===== src/rtl/adam_mem_arb_pkg.sv =====
// adam_mem_arb_pkg: shared memory-bus types, arbiter limits and lock FSM states
package adam_mem_arb_pkg;
  typedef logic [31:0] ADDR_T;
  typedef logic [31:0] DATA_T;
  typedef logic [3:0]  STRB_T;
  localparam int NO_REQS_MAX = 8;
  typedef logic [3:0] LOCK_CNT_T;
  typedef enum logic {LK_IDLE, LK_LOCKED} lock_state_e;
endpackage


===== src/rtl/adam_rr_pick.sv =====
// adam_rr_pick: round-robin priority encoder; first req&mask bit at or after ptr -> one-hot pick + idx
module adam_rr_pick #(
  parameter int N = 2,
  localparam int IW = $clog2(N)
) (
  input  logic [N-1:0]  req,
  input  logic [IW-1:0] ptr,
  input  logic [N-1:0]  mask,
  output logic [N-1:0]  pick,
  output logic [IW-1:0] idx
);
  always_comb begin
    pick = '0;
    idx  = '0;
    for (int i = N - 1; i >= 0; i--) begin
      if (req[(int'(ptr) + i) % N] && mask[(int'(ptr) + i) % N]) begin
        pick = N'(1) << ((int'(ptr) + i) % N);
        idx  = IW'((int'(ptr) + i) % N);
      end
    end
  end
endmodule


===== src/rtl/adam_mem_arb.sv =====
// adam_mem_arb: round-robin arbiter with bounded lock sharing one adam_mem port (clk, rstn, req/lock/addr/we/be/wdata in, gnt/rvalid/rdata out, mem_* to memory)
module adam_mem_arb
  import adam_mem_arb_pkg::*;
#(
  parameter int NO_REQS    = 2,
  parameter int ADDR_WIDTH = $bits(ADDR_T),
  parameter int DATA_WIDTH = $bits(DATA_T),
  parameter int LOCK_MAX   = 4
) (
  input  logic                                    clk,
  input  logic                                    rstn,
  input  logic [NO_REQS-1:0]                      req,
  input  logic [NO_REQS-1:0]                      lock,
  input  logic [NO_REQS-1:0][ADDR_WIDTH-1:0]      addr,
  input  logic [NO_REQS-1:0]                      we,
  input  logic [NO_REQS-1:0][DATA_WIDTH/8-1:0]    be,
  input  logic [NO_REQS-1:0][DATA_WIDTH-1:0]      wdata,
  output logic [NO_REQS-1:0]                      gnt,
  output logic [NO_REQS-1:0]                      rvalid,
  output logic [DATA_WIDTH-1:0]                   rdata,
  output logic                                    mem_req,
  output logic [ADDR_WIDTH-1:0]                   mem_addr,
  output logic                                    mem_we,
  output logic [DATA_WIDTH/8-1:0]                 mem_be,
  output logic [DATA_WIDTH-1:0]                   mem_wdata,
  input  logic [DATA_WIDTH-1:0]                   mem_rdata
);
  localparam int IW = $clog2(NO_REQS);
  lock_state_e state, state_n;
  logic [IW-1:0] last, owner, owner_n, start, pick_idx, win;
  logic [NO_REQS-1:0] pick_oh, own_oh, mask, resp_oh;
  LOCK_CNT_T cnt, cnt_n, cnt_inc;
  logic excl, excl_n, hit, any, keep;
  assign start   = (last == IW'(NO_REQS - 1)) ? '0 : last + 1'b1;
  assign own_oh  = NO_REQS'(1) << owner;
  // a timed-out owner sits out one cycle, but only if someone else wants the bus
  assign mask    = (excl && |(req & ~own_oh)) ? ~own_oh : '1;
  adam_rr_pick #(.N(NO_REQS)) u_pick (
    .req  (req),
    .ptr  (start),
    .mask (mask),
    .pick (pick_oh),
    .idx  (pick_idx)
  );
  assign hit       = (state == LK_LOCKED) && req[owner];
  assign any       = rstn && |req;
  assign win       = hit ? owner : pick_idx;
  assign gnt       = !any ? '0 : hit ? own_oh : pick_oh;
  assign mem_req   = any;
  assign mem_addr  = any ? addr[win] : '0;
  assign mem_we    = any && we[win];
  assign mem_be    = any ? be[win] : '0;
  assign mem_wdata = any ? wdata[win] : '0;
  assign rvalid    = resp_oh;
  assign rdata     = mem_rdata;
  assign cnt_inc   = (cnt == '1) ? cnt : cnt + 1'b1;
  assign keep      = lock[owner] && (cnt_inc < LOCK_CNT_T'(LOCK_MAX));
  always_comb begin
    state_n = LK_IDLE;
    owner_n = owner;
    cnt_n   = '0;
    excl_n  = 1'b0;
    if (hit) begin
      state_n = keep ? LK_LOCKED : LK_IDLE;
      cnt_n   = keep ? cnt_inc : '0;
      excl_n  = lock[owner] && !keep;
    end else if (any && lock[win] && LOCK_MAX > 1) begin
      state_n = LK_LOCKED;
      owner_n = win;
      cnt_n   = LOCK_CNT_T'(1);
    end
  end
  always_ff @(posedge clk or negedge rstn) begin
    if (!rstn) begin
      state   <= LK_IDLE;
      owner   <= '0;
      cnt     <= '0;
      excl    <= 1'b0;
      last    <= IW'(NO_REQS - 1);
      resp_oh <= '0;
    end else begin
      state   <= state_n;
      owner   <= owner_n;
      cnt     <= cnt_n;
      excl    <= excl_n;
      resp_oh <= gnt;
      if (any) last <= win;
    end
  end
endmodule


===== config.mk =====
export PLATFORM = sky130hd
export DESIGN_NAME = adam_mem_arb
export DESIGN_NICKNAME = d
export VERILOG_FILES = /design/src/rtl/adam_mem_arb_pkg.sv /design/src/rtl/adam_rr_pick.sv /design/src/rtl/adam_mem_arb.sv
export SDC_FILE = /design/constraint.sdc
export NUM_CORES = 1
export LEC_CHECK = 0
export BUFFER_PORTS_ARGS = -buffer_cell sky130_fd_sc_hd__buf_2
export CAP_MARGIN = 20
export CORE_AREA = 2 2 110 112
export CTS_BUF_LIST = sky130_fd_sc_hd__clkbuf_4 sky130_fd_sc_hd__clkbuf_8 sky130_fd_sc_hd__clkbuf_16
export DETAILED_ROUTE_END_ITERATION = 7
export DIE_AREA = 0 0 112 114
export HOLD_SLACK_MARGIN = 0.02
export PLACE_DENSITY = 0.52
export SLEW_MARGIN = 30
export SYNTH_ARGS = -nofsm -noshare
export SYNTH_HDL_FRONTEND = slang
export SYNTH_SLANG_ARGS = --single-unit

===== constraint.sdc =====
create_clock -name clk -period 1.6 [get_ports clk]
set_clock_uncertainty 0.1 [all_clocks]
set_input_delay 0.16 -clock clk [delete_from_list [all_inputs] [get_ports clk]]
set_output_delay 0.16 -clock clk [all_outputs]
set_load 0.1 [all_outputs]

* Yosys cells after proc, flatten, opt, wreduce, memory -nomap -nowiden
Cells that the tools add are included.
Word-level totals: register bits after elaboration 10, output and inout bits 106
Operators by class: $lt $le $gt $ge 5, mux-type cells 44, shift operators 3, $add $sub $neg 3, reductions and logical operators 13, bitwise operators 4, eq/ne operators 1
Operators with widths (count):
- 32-bit 2-to-1 mux | 6
- 1-bit by 32-bit << shifter with 2-bit output, first input constant | 1
- 1-bit 2-to-1 mux | 27
- 4-bit 2-to-1 mux | 6
- 2-bit 2-to-1 mux | 5
- 1-bit logical AND | 9
- 1-bit by 2-bit < comparator with 1-bit output, second input constant | 3
- 4-bit by 1-bit adder with 4-bit output, second input constant | 1
- 4-bit equality test, second input constant | 1
- 4-bit by 3-bit < comparator with 1-bit output, second input constant | 1
- 2-bit OR reduction | 2
- 1-bit by 1-bit << shifter with 2-bit output, first input constant | 2
- 2-bit by 3-bit < comparator with 1-bit output, second input constant | 1
- 1-bit adder, second input constant | 2
- 2-bit AND | 1
- 2-bit NOT | 1
- 2-bit AND reduction | 1
- 1-bit AND, first input constant | 1
- 1-bit zero test | 1
- 1-bit NOT | 1

* Logic depth before layout (Yosys ltp)
word-level depth 18, gate-level depth with buffers 7, mapped depth without buffers 5

* Modules after synthesis
A second synthesis with hierarchy kept.
Unflattened totals: cells, all modules 324, area, all modules 1854.3 um2
Modules (own cells, without submodules):
- adam_mem_arb | cells each 320, times used 1, area an instance 1826.8 um2
- adam_rr_pick | cells each 4, times used 1, area an instance 27.5 um2

* Worst setup path before layout
No wires, ideal clock.
path kind reg-to-output, start reg owner, end out mem_addr[31], stages on the path, launching flop included 7, setup slack -1.336 ns, arrival time 2.676 ns, path buffers 2, required time 1.340 ns, cells stage by stage dfrtp_1 -> mux2i_1 -> a22o_1 -> buf_4 -> buf_4 -> nand2_1 -> a21oi_1
On the way: longest elaborated chain between the ends 16, elaborated cells between the ends (all ways) 22, classes of those cells shift (1); mux (14); bitwise (2); reduce/logical (5)
RTL lines:
- start, declared | line adam_mem_arb.sv:30 | logic [IW-1:0] last, owner, owner_n, start, pick_idx, win;
- start signal, assigned | line adam_mem_arb.sv:83 | owner <= owner_n;
- 1-bit by 1-bit << shifter with 2-bit output | line adam_mem_arb.sv:35 | assign own_oh = NO_REQS'(1) << owner;
- 2-bit NOT | line adam_mem_arb.sv:37 | assign mask = (excl && |(req & ~own_oh)) ? ~own_oh : '1;
- 2-bit AND | line adam_mem_arb.sv:37
- 2-bit OR reduction | line adam_mem_arb.sv:37
- 1-bit logical AND | line adam_mem_arb.sv:37
- 2-bit 2-to-1 mux | line adam_mem_arb.sv:37
- 1-bit 2-to-1 mux (not written as such) (3 in series) | line adam_rr_pick.sv:16 | if (req[(int'(ptr) + i) % N] && mask[(int'(ptr) + i) % N]) begin
- 1-bit logical AND | line adam_rr_pick.sv:16
- 1-bit 2-to-1 mux (2 in series) | line adam_rr_pick.sv:16
- 1-bit 2-to-1 mux (*) | line adam_mem_arb.sv:47 | assign win = hit ? owner : pick_idx;
- 32-bit 2-to-1 mux (not written as such) (*) (2 in series) | line adam_mem_arb.sv:50 | assign mem_addr = any ? addr[win] : '0;
- 32-bit 2-to-1 mux (*) | line adam_mem_arb.sv:50
- end, declared | line adam_mem_arb.sv:22 | output logic [ADDR_WIDTH-1:0] mem_addr,
Mark *: on every way between the ends. The rest lies on a longest branch, timed or not. The select of a mux whose other input is x is not followed.

* Worst setup path in the final report
start reg state, end out mem_addr[22]
On the way: longest elaborated chain between the ends 5
RTL lines:
- start, declared | line adam_mem_arb.sv:29 | lock_state_e state, state_n;
- start signal, assigned | line adam_mem_arb.sv:82 | state <= state_n;
- 1-bit logical AND | line adam_mem_arb.sv:45 | assign hit = (state == LK_LOCKED) && req[owner];
- 1-bit 2-to-1 mux | line adam_mem_arb.sv:47
- 32-bit 2-to-1 mux (not written as such) (2 in series) | line adam_mem_arb.sv:50
- 32-bit 2-to-1 mux | line adam_mem_arb.sv:50
No other way between the ends. The select of a mux whose other input is x is not followed.

==> flow_metrics.py <==
metrics = {
    "outcome": {
        "status": "finished with violations",
        "violations": "setup timing",
    },
    "die": {
        "die_w_microns": 112,
        "dieArea_sq_um": 12770,
        "pin_count": 282,
        "die_h_microns": 114,
        "start_util_pct": 14.75,
        "core_area_sq_um": 11710,
        "core.rowCount": 40,
    },
    "cells_and_area": {
        "fillers": 1070,
        "final_cell_mix": "146 x buf_2, 84 x buf_12, 71 x nand2_1, 70 x a21oi_4, 41 x nand2_2",
        "area_growth_pct": 227.8,
        "layout.cells.non_filler": 665,
        "drive_gt1_share_pct": 80.50,
        "fin_nets": 696,
        "finish.utilization_pct": 48.37,
        "layout.cells.most_common": "buf_2",
        "diodes": 0,
    },
    "logic_synthesis": {
        "synth.area.top_cells": "nand2_1 31%, a21oi_1 21%, buf_4 17%, dfrtp_1 13%, buf_2 2.3%",
        "synth_top_family_by_area": "simple AND/OR/NAND/NOR gates",
        "synth-seq-area-share_pct": 14.55,
        "synthSimpleGateAreaFrac_pct": 35.19,
        "synth_top_cell_area_share_pct": 30.85,
        "synthArstFlopShare_pct": 100.0,
        "synth-edff-count": 0,
        "syn_inst": 309,
        "muxShareOfSynthArea_pct": 1.810,
        "synth-xor-area-share_pct": 0,
        "syn_avg_cell_area_sq_um": 5.592,
        "synth_top_area_cell": "nand2_1",
        "synthesis.area_sq_um": 1728,
        "ys_types": 30,
        "synth_compound_area_share_pct": 25.85,
        "synth_seq_cells": 10,
        "yosysWarnings": 0,
        "synth-main-ff-cell": "dfrtp_1",
        "yosys.area_share.adder_pct": 0.7241,
    },
    "critical_path": {
        "cp.depth": 7,
        "arrival_ps": 1940,
        "crit_top_cell": "buf_12",
        "reg2reg_depth": 8,
        "critPathMaxFanout": 8,
        "worstPathCellList": "a21bo_2, a22oi_4, buf_12, clkbuf_16, nand2_1, a21oi_4, buf_12",
        "cp_top_family": "compound AO/OA/AOI/OAI gates",
        "worst-setup-path-type": "flop to output pin",
        "required_ps": 1340,
        "slowest_delay_ps": 390,
        "crit_path_start_kind": "flop",
        "cp_slowest_cell": "dfrtp_1",
        "crit_buf_inv": 3,
        "end_kind": "output pin",
    },
    "detailed_routing": {
        "wirelength_mm": 9.892,
        "drtIter0Drc": 51,
        "drt-vias-per-instance": 4.347,
        "avgRoutedWirePerCell_microns": 14.88,
        "firstDrtPassIters": 4,
        "vias": 2891,
        "route.detailed.drc": 0,
        "final_antenna_net_count": 0,
    },
    "placed_design": {
        "placed_cells": 644,
        "post-dp-hpwl_mm": 7.208,
        "io_buffers": 217,
        "gp_congestion": 0.7780,
    },
    "power": {
        "p_leak_nw": 2.452,
        "power_density_nw_per_um2": 817.9,
        "total_power_mw": 4.633,
        "vdd_drop_max_uv": 486.4,
    },
    "clock_tree": {
        "clock_latency_ps": 240,
        "clk_pin_slew_ps": 40,
        "cts.sinks": 10,
        "clk_path_buf_depth": 2,
        "cts_tree": "yes",
        "htreeDepth": 1,
        "numCtsBuffers": 3,
        "clock_tree.root_cell": "clkbuf_16",
    },
    "timing": {
        "period_minus_slack_ps": 2197,
        "holdWs_ps": 53.87,
        "relSlewSlack_pct": 65.55,
        "tightest_slew_ps": 516.3,
        "grt_setup_unrepaired": "true",
        "setup_viol": 74,
        "slew_viol_final": 0,
        "finalHoldViolCount": 0,
        "max_freq_ghz": 0.4552,
        "layout_setup_ws_ps": -597.0,
        "post-route-period-util_pct": 137.3,
    },
    "global_route": {
        "antenna_found_initial": 0,
        "grt_overflow": 0,
        "grt_start_max_net_pins": 34,
        "grt_pass1_wl_mm": 14.38,
        "grt_pass1_vias": 2908,
        "track_usage_pct": 13.83,
    },
    "min_path": {
        "min_path_type": "input pin to flop",
        "hold_depth": 2,
    },
    "job": {
        "cap_violations": 0,
    },
}
## stage by stage
step | worst slack, ps | cell area, sq um | setup TNS, ps
finish | -597.0 | 5664 | -39720
global route | -652.2 | 5664 | -44370
CTS | -578.6 | 5348 | -38090
detailed placement | -349.0 | 4982 | -20560
global placement | -302.4 | 4982 | -18270
floorplan | -767.0 | 2715 | -32020
## where the power goes
group / leakage, nW / total, mW / internal [mW] / switching [mW]
clock network: 0.0442 / 0.496 / 0.376 / 0.120
logic: 2.28 / 3.84 / 1.49 / 2.34
registers: 0.127 / 0.301 / 0.283 / 0.0174
total: 2.45 / 4.63 / 2.15 / 2.48
## per-layer routing
| metal | vias up | global-route usage (%) | wire length [microns] |
|---|---|---|---|
| li1 | 1392 | - | - |
| met2 | 146 | 26.26 | 5239 |
| met5 | - | 0 | 0 |
| met1 | 1340 | 16.06 | 3793 |
| met4 | 0 | 2.520 | 113 |
| met3 | 13 | 3.082 | 746 |
## synth_stat cells, types with 2 or more instances
| master | number |
|---|---|
| a21oi_1 | 71 |
| and2_1 | 2 |
| buf_2 | 8 |
| buf_4 | 40 |
| clkbuf_1 | 7 |
| dfrtp_1 | 9 |
| inv_1 | 2 |
| mux2i_1 | 2 |
| nand2_1 | 142 |
| nor2_1 | 5 |
| nor3_1 | 2 |
## area by class of cell
cell class,count,area (sq um),area share (%)
inverters,2,11.26,0.1988
well taps,147,183.9,3.247
repair buffers,259,2825,49.88
flip-flops and latches,10,251.5,4.440
clock buffers,4,88.84,1.568
multi-input cells,243,2303,40.67
## sequential cells by signal, indices dropped and copies added, names as in the netlist
| signal | count |
|---|---|
| last | 1 |
| cnt | 4 |
| excl | 1 |
| rvalid | 2 |
| owner | 1 |
| state | 1 |
## worst register-to-register path, cell delays in order (launching register included)
cell	delay [ps]
dfrtp_1	390
a21bo_2	240
buf_4	140
a22o_4	280
buf_6	120
buf_12	140
buf_8	130
mux2i_4	180
o21bai_1	150
## worst paths after layout
| path | to | slack [ps] | startpoint |
|---|---|---|---|
| worst min-delay path | owner | 50 | lock[0] |
| worst min register to register | excl | 420 | cnt[3] |
| max in group asynchronous | last | 600 | rstn |
| min in group asynchronous | rvalid[0] | 460 | rstn |
| worst max register to register | state | -350 | state |
| worst max-delay path | mem_addr[22] | -600 | state |
## kinds of logic after synthesis
| logic type | after synthesis |
|---|---|
| AO/OA/AOI/OAI | 81 |
| adder cells (fa/ha/maj) | 1 |
| buffers and inverters | 57 |
| flip-flops | 10 |
| multiplexers | 3 |
| other | 1 |
| AND/OR/NAND/NOR | 156 |
## what timing repair did
item / CTS / global route
setup endpoints to repair: 74 / 76
gates cloned: 4 / 5
endpoints found under the hold margin: 10 / 0
buffers inserted: 7 / 0
hold buffers: 1 / 0
resized for setup: 33 / 54
pin swaps: 13 / 57
No activity file was read; power rests on OpenSTA's default activity.
